<file path="config.mk">
export PLATFORM = sky130hd
export DESIGN_NAME = serial_adder
export DESIGN_NICKNAME = d
export VERILOG_FILES = /design/src/rtl/serial_adder.sv
export SDC_FILE = /design/constraint.sdc
export NUM_CORES = 1
export LEC_CHECK = 0
export CAP_MARGIN = 5
export CORE_UTILIZATION = 47
export DETAILED_ROUTE_END_ITERATION = 7
export PLACE_DENSITY = 0.75
export SLEW_MARGIN = 20
export SYNTH_ARGS = -nofsm -noshare
export SYNTH_HDL_FRONTEND = slang
export SYNTH_SLANG_ARGS = --single-unit
</file>
<file path="constraint.sdc">
create_clock -name clk -period 1.7 [get_ports clk]
set_clock_uncertainty 0.15 [all_clocks]
set_input_delay 0.34 -clock clk [delete_from_list [all_inputs] [get_ports clk]]
set_output_delay 0.34 -clock clk [all_outputs]
set_load 0.05 [all_outputs]
</file>
<file path="src/rtl/serial_adder.sv">
// serial_adder: bit-serial LSB-first adder, one bit pair per clock, WIDTH+1 cycle latency.
// Define SERIAL_ADDER_SUB_EN to add the sub port (a + ~b + 1 subtraction).
module serial_adder #(
    parameter int WIDTH = 8
) (
    input  logic             clk,
    input  logic             rst,
    input  logic             start,
    input  logic [WIDTH-1:0] a,
    input  logic [WIDTH-1:0] b,
    input  logic             cin,
`ifdef SERIAL_ADDER_SUB_EN
    input  logic             sub,
`endif
    output logic             busy,
    output logic             done,
    output logic [WIDTH-1:0] sum,
    output logic             carry
);
    localparam logic [1:0] IDLE = 2'd0, RUN = 2'd1, DONE = 2'd2;
    localparam int CW = $clog2(WIDTH);
    logic [1:0] state;
    logic [WIDTH-1:0] sa, sb, sr, b_in;
    logic [CW-1:0] cnt;
    logic c, c_in, s, c_next, accept, last;
`ifdef SERIAL_ADDER_SUB_EN
    // subtraction is addition of the inverted operand with a forced carry-in
    assign b_in = sub ? ~b : b;
    assign c_in = sub ? 1'b1 : cin;
`else
    assign b_in = b;
    assign c_in = cin;
`endif
    assign s      = sa[0] ^ sb[0] ^ c;
    assign c_next = (sa[0] & sb[0]) | (c & (sa[0] ^ sb[0]));
    assign accept = start && state != RUN;
    assign last   = cnt == CW'(WIDTH - 1);
    assign busy   = state == RUN;
    assign done   = state == DONE;
    always_ff @(posedge clk or posedge rst) begin
        if (rst) begin
            state <= IDLE;
            sa    <= '0;
            sb    <= '0;
            sr    <= '0;
            c     <= 1'b0;
            cnt   <= '0;
            sum   <= '0;
            carry <= 1'b0;
        end else if (accept) begin
            state <= RUN;
            sa    <= a;
            sb    <= b_in;
            c     <= c_in;
            cnt   <= '0;
        end else if (state == RUN) begin
            sa  <= sa >> 1;
            sb  <= sb >> 1;
            sr  <= {s, sr[WIDTH-1:1]};
            c   <= c_next;
            cnt <= cnt + 1'b1;
            if (last) begin
                sum   <= {s, sr[WIDTH-1:1]};
                carry <= c_next;
                state <= DONE;
            end
        end else begin
            state <= IDLE;
        end
    end
endmodule

</file>
Yosys cells after proc, flatten, opt, wreduce, memory -nomap -nowiden
Cells that the tools add are included.
{"block": "op_classes", "addsub": 1, "eq_ne": 5, "muxes": 11, "bitwise_logic": 6, "n_reduce_logical": 4}
{"op": "2-to-1 mux 8 bit", "n": 4}
{"op": "2-to-1 mux 2 bit", "n": 3}
{"op": "2-to-1 mux 3 bit", "n": 2}
{"op": "adder 3 x 1 -> 3 bit (second input constant)", "n": 1}
{"op": "equality test 3 bit (second input constant)", "n": 1}
{"op": "inequality test 3 x 1 -> 1 bit (second input constant)", "n": 1}
{"op": "AND reduction 3 bit", "n": 1}
{"op": "bitwise AND 1 bit", "n": 2}
{"op": "equality test 2 x 1 -> 1 bit (second input constant)", "n": 1}
{"op": "equality test 2 bit (second input constant)", "n": 1}
{"op": "2-to-1 mux 1 bit", "n": 2}
{"op": "inequality test 2 x 1 -> 1 bit (second input constant)", "n": 1}
{"op": "AND reduction 2 bit", "n": 1}
{"op": "nonzero test 2 bit", "n": 1}
{"op": "bitwise XOR 1 bit", "n": 2}
{"op": "logical AND 1 bit", "n": 1}
{"op": "NOT 1 bit", "n": 1}
{"op": "OR 1 bit", "n": 1}
{"block": "word_totals", "ff_bits": 39, "input_bits": 20, "out_inout_bits": 11}

Logic depth before layout (Yosys ltp)
Gate-level depths: netlist (run 1).
{"block": "logic_depth", "ltp_word": 5, "ltp_mapped": 5, "depth_no_buf": 4}

Least setup slack after synthesis (run 1)
Ideal clock, no wire load.
{"block": "synth_path", "path_kind": "register to register", "from": "register cnt[0]", "to": "register carry", "arrival_ps": 1351, "required_time_ps": 1425, "setup_slack_ps": 74, "stages_incl_launch_ff": 6, "cell_sequence": "dfrtp_1 > ha_1 > ha_1 > nand3b_1 > buf_2 > mux2_2"}
{"block": "synth_between", "elab_chain_cells": 2}
{"element": "start: declaration", "line_no": "24", "source": "logic [CW-1:0] cnt;"}
{"element": "start signal: assignment", "line_no": "61", "source": "cnt <= cnt + 1'b1;"}
{"element": "equality test 3 bit", "line_no": "37", "source": "assign last = cnt == CW'(WIDTH - 1);"}
{"element": "AND reduction 3 bit (no line)"}
{"element": "end signal: assignment", "line_no": "64", "source": "carry <= c_next;"}
{"element": "end: declaration", "line_no": "18", "source": "output logic carry"}
No other way between the ends.
A chain may end at the register's enable or synchronous reset.

Worst setup path after layout (run 1)
{"block": "layout_path", "from": "register cnt[0]", "to": "register sum[3]"}
{"block": "layout_between", "elab_chain_cells": 2}
{"element": "equality test 3 bit", "line_no": "37"}
{"element": "AND reduction 3 bit (no line)"}
{"element": "end signal: assignment", "line_no": "63", "source": "sum <= {s, sr[WIDTH-1:1]};"}
{"element": "end: declaration", "line_no": "17", "source": "output logic [WIDTH-1:0] sum,"}
No other way between the ends.

==> impl_metrics.env, run 1 <==
export IMPL_reg2reg_slack_ps=-20
export IMPL_rr_startpoint="cnt[0]"
export IMPL_postLayoutCoreUtil=0.667
export IMPL_maxSlewHeadroom=0.775
export IMPL_port_buffers=30
export IMPL_dp_hpwl_um=2090
export IMPL_root_buffer="clkbuf_8"
export IMPL_clockBufferDepth=2
export IMPL_fin_setup_tns_ps=-70.4
export IMPL_p_seq_frac=0.360
export IMPL_routed_wl_um=3030
export IMPL_drv_slew=0
export IMPL_grt_setup_unrepaired="true"
export IMPL_ys_ff_latch=38
export IMPL_finalCriticalPeriod_ps=1720
export IMPL_cap_violations=0
export IMPL_dieArea_sq_um=4060
export IMPL_final_period_utilization=1.01
export IMPL_clock_sinks=38
export IMPL_crit_required_ps=1710
export IMPL_overflow=0
export IMPL_antenna_found_initial=0
export IMPL_wire_per_inst_um=15.1
export IMPL_p_sw_frac=0.340
export IMPL_ioPinCount=31
export IMPL_final_cell_mix="38 x dfrtp_1, 27 x mux2_4, 21 x mux2_2"
export IMPL_vias_per_cell=5.04
export IMPL_nNetsFinal=175
export IMPL_crit_start="cnt[0]"
export IMPL_violations="negative setup slack"
export IMPL_setup_viol=4
export IMPL_cts_tree="yes"
export IMPL_hold_viol=0
export IMPL_p_leak_nw=1.14
export IMPL_p_per_area_nw_per_um2=1840
export IMPL_postCtsHoldBufs=0
export IMPL_drtIter0Drc=23
export IMPL_synth_top_area_cell="dfrtp_1"
export IMPL_worstHoldPathType="in2async"
export IMPL_fp_dieH_um=63.7
export IMPL_yosysWarningCount=0
export IMPL_synth_area_sq_um=1790
export IMPL_r2r_cells=5
export IMPL_ys_top_cells_by_area="dfrtp_1 53%, mux2_4 23%, mux2_2 13%"
export IMPL_startpoint_type="flop"
export IMPL_worstSetupEndpointType="flop"
export IMPL_rows=22
export IMPL_fin_ws_ps=-20.8
export IMPL_combPwrFrac=0.518
export IMPL_die_x_um=63.7
export IMPL_syn_avg_cell_area_sq_um=16.3
export IMPL_diodes=0
export IMPL_max_freq_ghz=0.581
export IMPL_ys_seq_area_frac=0.531
export IMPL_peakVddDrop_uv=969
export IMPL_place_gp_congestion=0.706
export IMPL_p_int_mw=2.97
export IMPL_drc=0
export IMPL_core_sq_um=3660
export IMPL_p_clk_frac=0.123
export IMPL_yosysUniqueCellTypes=16
export IMPL_p_sw_mw=1.53
export IMPL_final_cell_count_no_fill=200
export IMPL_grt_pass1_wl_um=5100
export IMPL_start_util=0.489
export IMPL_clk_insertion_delay_late_ps=280
export IMPL_yosys_area_top_type_share=0.531
export IMPL_critPathKind="reg2reg"
export IMPL_cts_made_buffers=5
export IMPL_numPlacedInstances=190
export IMPL_syn_num_nets=133
export IMPL_arrival_ps=1730
export IMPL_status="finished, violations left"
export IMPL_drive_gt1_frac=0.513
export IMPL_crit_path_max_fanout=5
export IMPL_first_pass_iters=4
export IMPL_placed_cell_area_sq_um=2310
export IMPL_grt_use_total=0.169
export IMPL_vias=1007
export IMPL_netlist_instances=110
export IMPL_synthToLayoutAreaGrowth_pct=36.4
export IMPL_reg2reg_to="sum[3]"
export IMPL_grt_pass1_vias=1065
export IMPL_layout_commonest_cell="dfrtp_1"
export IMPL_grt_max_degree=39
export IMPL_worst_slew_pin_slew_ps=337
export IMPL_cts_clk_slew_worst_paths_ps=60
export IMPL_htree_levels=2
export IMPL_ant_nets=0
export IMPL_postLayoutCellArea_sq_um=2440
## critical path, cell delays in order, from the launching register on
cell       delay, ps
dfrtp_1          390
ha_2             200
ha_4             150
nand3b_1         200
clkbuf_16        190
mux2_2           320
## metal layers
metal  up-vias  wire (um)  track usage
met5         -          0            0
met4         0         32       0.0682
met3         4        115       0.0380
met2        25       1520        0.266
met1       514       1360        0.225
li1        464          -            -
## sequential cells by signal, summed over array words and instances (netlist names)
| register | count |
|---|---|
| cnt | 3 |
| sr | 7 |
| c | 1 |
| sa | 8 |
| sum | 8 |
| state | 2 |
| carry | 1 |
| sb | 8 |
## cell usage after synthesis, drive strengths merged
cell	count
mux2	48
dfrtp	38
buf	5
inv	4
mux2i	4
nor2b	3
ha	2
nand2b	2
nor2	2
fa	1
nand3b	1
## worst max path at each step
stage                     slack [ps]      to
after floorplan                   70   carry
after global placement          -200   sb[3]
after detailed placement        -200   sb[1]
after CTS                          3  sum[6]
after global routing             -60  sum[3]
final                            -20  sum[3]
## metrics by stage
| stage | setup slack [ps] | total power [mW] | hold WS (ps) |
|---|---|---|---|
| after detailed placement | -205 | 3.89 | 335 |
| final | -20.8 | 4.50 | 275 |
| after CTS | 3.17 | 4.49 | 274 |
| after global routing | -56.4 | 4.75 | 304 |
| after global placement | -197 | 3.80 | 321 |
| after floorplan | 74.3 | 3.00 | 303 |
## what timing repair did
action / CTS / global route
gates resized for setup: 0 / 4
cloned: 0 / 1
setup buffers: 1 / 1
endpoints found under the setup margin: 4 / 10
pin swaps: 0 / 0
## final cells by class
cell class              instances  area (sq um)
fillers                       263          1220
flip-flops and latches         38           951
multi-input cells              63           796
repair buffers                 40           541
clock buffers                   7          76.3
well taps                      48          60.1
inverters                       4          17.5
## power by group through the flow
stage / combinational, mW / sequential, mW / clock [mW]
after global routing: 2.46 / 1.67 / 0.624
final: 2.33 / 1.62 / 0.553
after detailed placement: 2.26 / 1.63 / 0
after global placement: 2.20 / 1.60 / 0
after floorplan: 1.13 / 1.87 / 0
after CTS: 2.29 / 1.62 / 0.578
## cell families (layout without fill, tap and decap cells)
logic type,Yosys count,in the layout,synth area share
flops,38,38,0.531
fa+ha+maj,3,3,0.0252
mux,52,52,0.381
simple gates,8,8,0.0301
buf+inv,9,51,0.0322
(Power assumes the default switching activity.)
==> run 2, diff against run 1 <==
--- a/config.mk
+++ b/config.mk
@@ -6,9 +6,9 @@
 export NUM_CORES = 1
 export LEC_CHECK = 0
 export CAP_MARGIN = 5
-export CORE_UTILIZATION = 47
+export CORE_UTILIZATION = 50
 export DETAILED_ROUTE_END_ITERATION = 7
-export PLACE_DENSITY = 0.75
+export PLACE_DENSITY = 0.76
 export SLEW_MARGIN = 20
 export SYNTH_ARGS = -nofsm -noshare
 export SYNTH_HDL_FRONTEND = slang
==> constraint.sdc (replaced) <==
create_clock -name clk -period 1.8 [get_ports clk]
set_clock_uncertainty 0.15 [all_clocks]
set_input_delay 0.36 -clock clk [delete_from_list [all_inputs] [get_ports clk]]
set_output_delay 0.36 -clock clk [all_outputs]
set_load 0.05 [all_outputs]
==> impl_metrics.env, run 2 (same netlist as run 1, synthesis figures left out) <==
export IMPL_cts_clk_slew_worst_paths_ps=120
export IMPL_nNetsFinal=175
export IMPL_ant_nets=0
export IMPL_postCtsHoldBufs=0
export IMPL_hold_viol=0
export IMPL_die_x_um=61.8
export IMPL_drive_gt1_frac=0.503
export IMPL_setup_viol=0
export IMPL_cap_violations=0
export IMPL_final_period_utilization=0.951
export IMPL_max_freq_ghz=0.584
export IMPL_multiInputGateArea_sq_um=781
export IMPL_postLayoutCellArea_sq_um=2290
export IMPL_p_leak_nw=1.10
export IMPL_clk_insertion_delay_late_ps=340
export IMPL_routed_wl_um=3150
export IMPL_maxSlewHeadroom=0.834
export IMPL_antenna_found_initial=0
export IMPL_grt_use_total=0.186
export IMPL_grt_setup_unrepaired="false"
export IMPL_rows=21
export IMPL_dieArea_sq_um=3820
export IMPL_cts_made_buffers=5
export IMPL_grt_pass1_vias=1020
export IMPL_fin_ws_ps=87.5
export IMPL_dp_slack_ps=-130
export IMPL_regArea_sq_um=951
export IMPL_grt_max_degree=39
export IMPL_finalCriticalPeriod_ps=1710
export IMPL_fp_dieH_um=61.8
export IMPL_drv_slew=0
export IMPL_worstHoldPathType="in2async"
export IMPL_first_pass_iters=4
export IMPL_clock_sinks=38
export IMPL_worstSetupEndpointType="output pin"
export IMPL_wire_per_inst_um=15.8
export IMPL_synthToLayoutAreaGrowth_pct=28.3
export IMPL_final_cell_mix="38 x dfrtp_1, 27 x mux2_4, 21 x mux2_2"
export IMPL_critPathKind="reg2out"
export IMPL_layout_commonest_cell="dfrtp_1"
export IMPL_diodes=0
export IMPL_ioPinCount=31
export IMPL_crit_path_max_fanout=3
export IMPL_p_per_area_nw_per_um2=1730
export IMPL_core_sq_um=3390
export IMPL_port_buffers=30
export IMPL_largestRegisters="sa x8, sb x8, sum x8"
export IMPL_num_fill_cells=229
export IMPL_overflow=0
export IMPL_clockBufferDepth=2
export IMPL_root_buffer="clkbuf_4"
export IMPL_drtIter0Drc=26
export IMPL_start_util=0.528
export IMPL_startpoint_type="flop"
export IMPL_vias_per_cell=4.94
export IMPL_crit_required_ps=1290
export IMPL_status="finished, final reports clean"
export IMPL_dp_hpwl_um=2110
export IMPL_postLayoutCoreUtil=0.677
export IMPL_place_gp_congestion=0.655
export IMPL_placed_cell_area_sq_um=2180
export IMPL_drc=0
export IMPL_grt_pass1_wl_um=4770
export IMPL_peakVddDrop_uv=1080
export IMPL_htree_levels=2
export IMPL_worst_slew_pin_slew_ps=249
export IMPL_vias=984
export IMPL_cts_tree="yes"
export IMPL_arrival_ps=1200
[run 2: cell types whose count changed in the layout (fill, tap and decap cells not counted)]
cell and delta:
buf_12 -9, buf_4 +10, bufinv_16 +1, clkbuf_16 -1, clkbuf_4 +5, clkbuf_8 -5, ha_1 +2, ha_2 -1
ha_4 -1, inv_4 -1, inv_6 +1
[run 2: final cells by class]
cell class | count | share of cell area
sequential | 38 | 0.414
multi-input combinational | 63 | 0.340
timing repair buffer | 40 | 0.179
tap | 46 | 0.0251
clock buffer | 7 | 0.0196
clock inverter | 1 | 0.0131
inverter | 4 | 0.00872
[run 2: worst paths after layout]
kind | to | cells after the start | start | slack, ps
setup / recovery | done | 2 | state[0] | 90
hold / removal | sb[7] | 3 | rst | 210
min in group clk | cnt[0] | 1 | cnt[0] | 360
hold reg to reg | cnt[0] | 1 | cnt[0] | 360
max in group asynchronous | sb[5] | 3 | rst | 1090
setup reg to reg | sum[2] | 5 | cnt[0] | 100
[run 2: metrics by stage]
| stage | hold slack, ps | cells | total power, mW | TNS (ps) |
|---|---|---|---|---|
| 5_1_grt | 211 | 199 | 4.21 | 0 |
| 6_report | 215 | 199 | 3.97 | 0 |
| 2_1_floorplan | 303 | 110 | 2.84 | 0 |
| 4_1_cts | 214 | 194 | 3.94 | 0 |
| 3_5_place_dp | 340 | 186 | 3.36 | -1470 |
| 3_3_place_gp | 322 | 186 | 3.27 | -1390 |
[run 2: what timing repair did]
| action | in CTS | in global routing |
|---|---|---|
| buffers inserted | 0 | 5 |
| endpoints found under the setup margin | 1 | 1 |
| pin swaps | 0 | 0 |
| gates resized for setup | 2 | 0 |
| endpoints found under the hold margin | 0 | 0 |
[run 2: power breakdown]
part,switching [mW],internal (mW)
logic,0.902,1.05
registers,0.227,1.23
clock network,0.263,0.295
total,1.39,2.58
[run 2: critical path: stages, from the launching register on]
cell	delay [ps]
dfrtp_1	440
nor2b_1	250
buf_12	170
[run 2: per-layer routing]
metal	wire, um	up-vias	global-route usage
met5	0	-	0
met4	40	0	0.0667
met3	128	5	0.0683
met2	1640	24	0.313
met1	1340	489	0.220
li1	-	466	-
==> run 3, diff against run 2 <==
--- a/config.mk
+++ b/config.mk
@@ -13,3 +13,4 @@
 export SYNTH_ARGS = -nofsm -noshare
 export SYNTH_HDL_FRONTEND = slang
 export SYNTH_SLANG_ARGS = --single-unit
+export TNS_END_PERCENT = 20
==> results of run 3 <==
The final DEF is identical to that of run 2; final timing and power are the same.
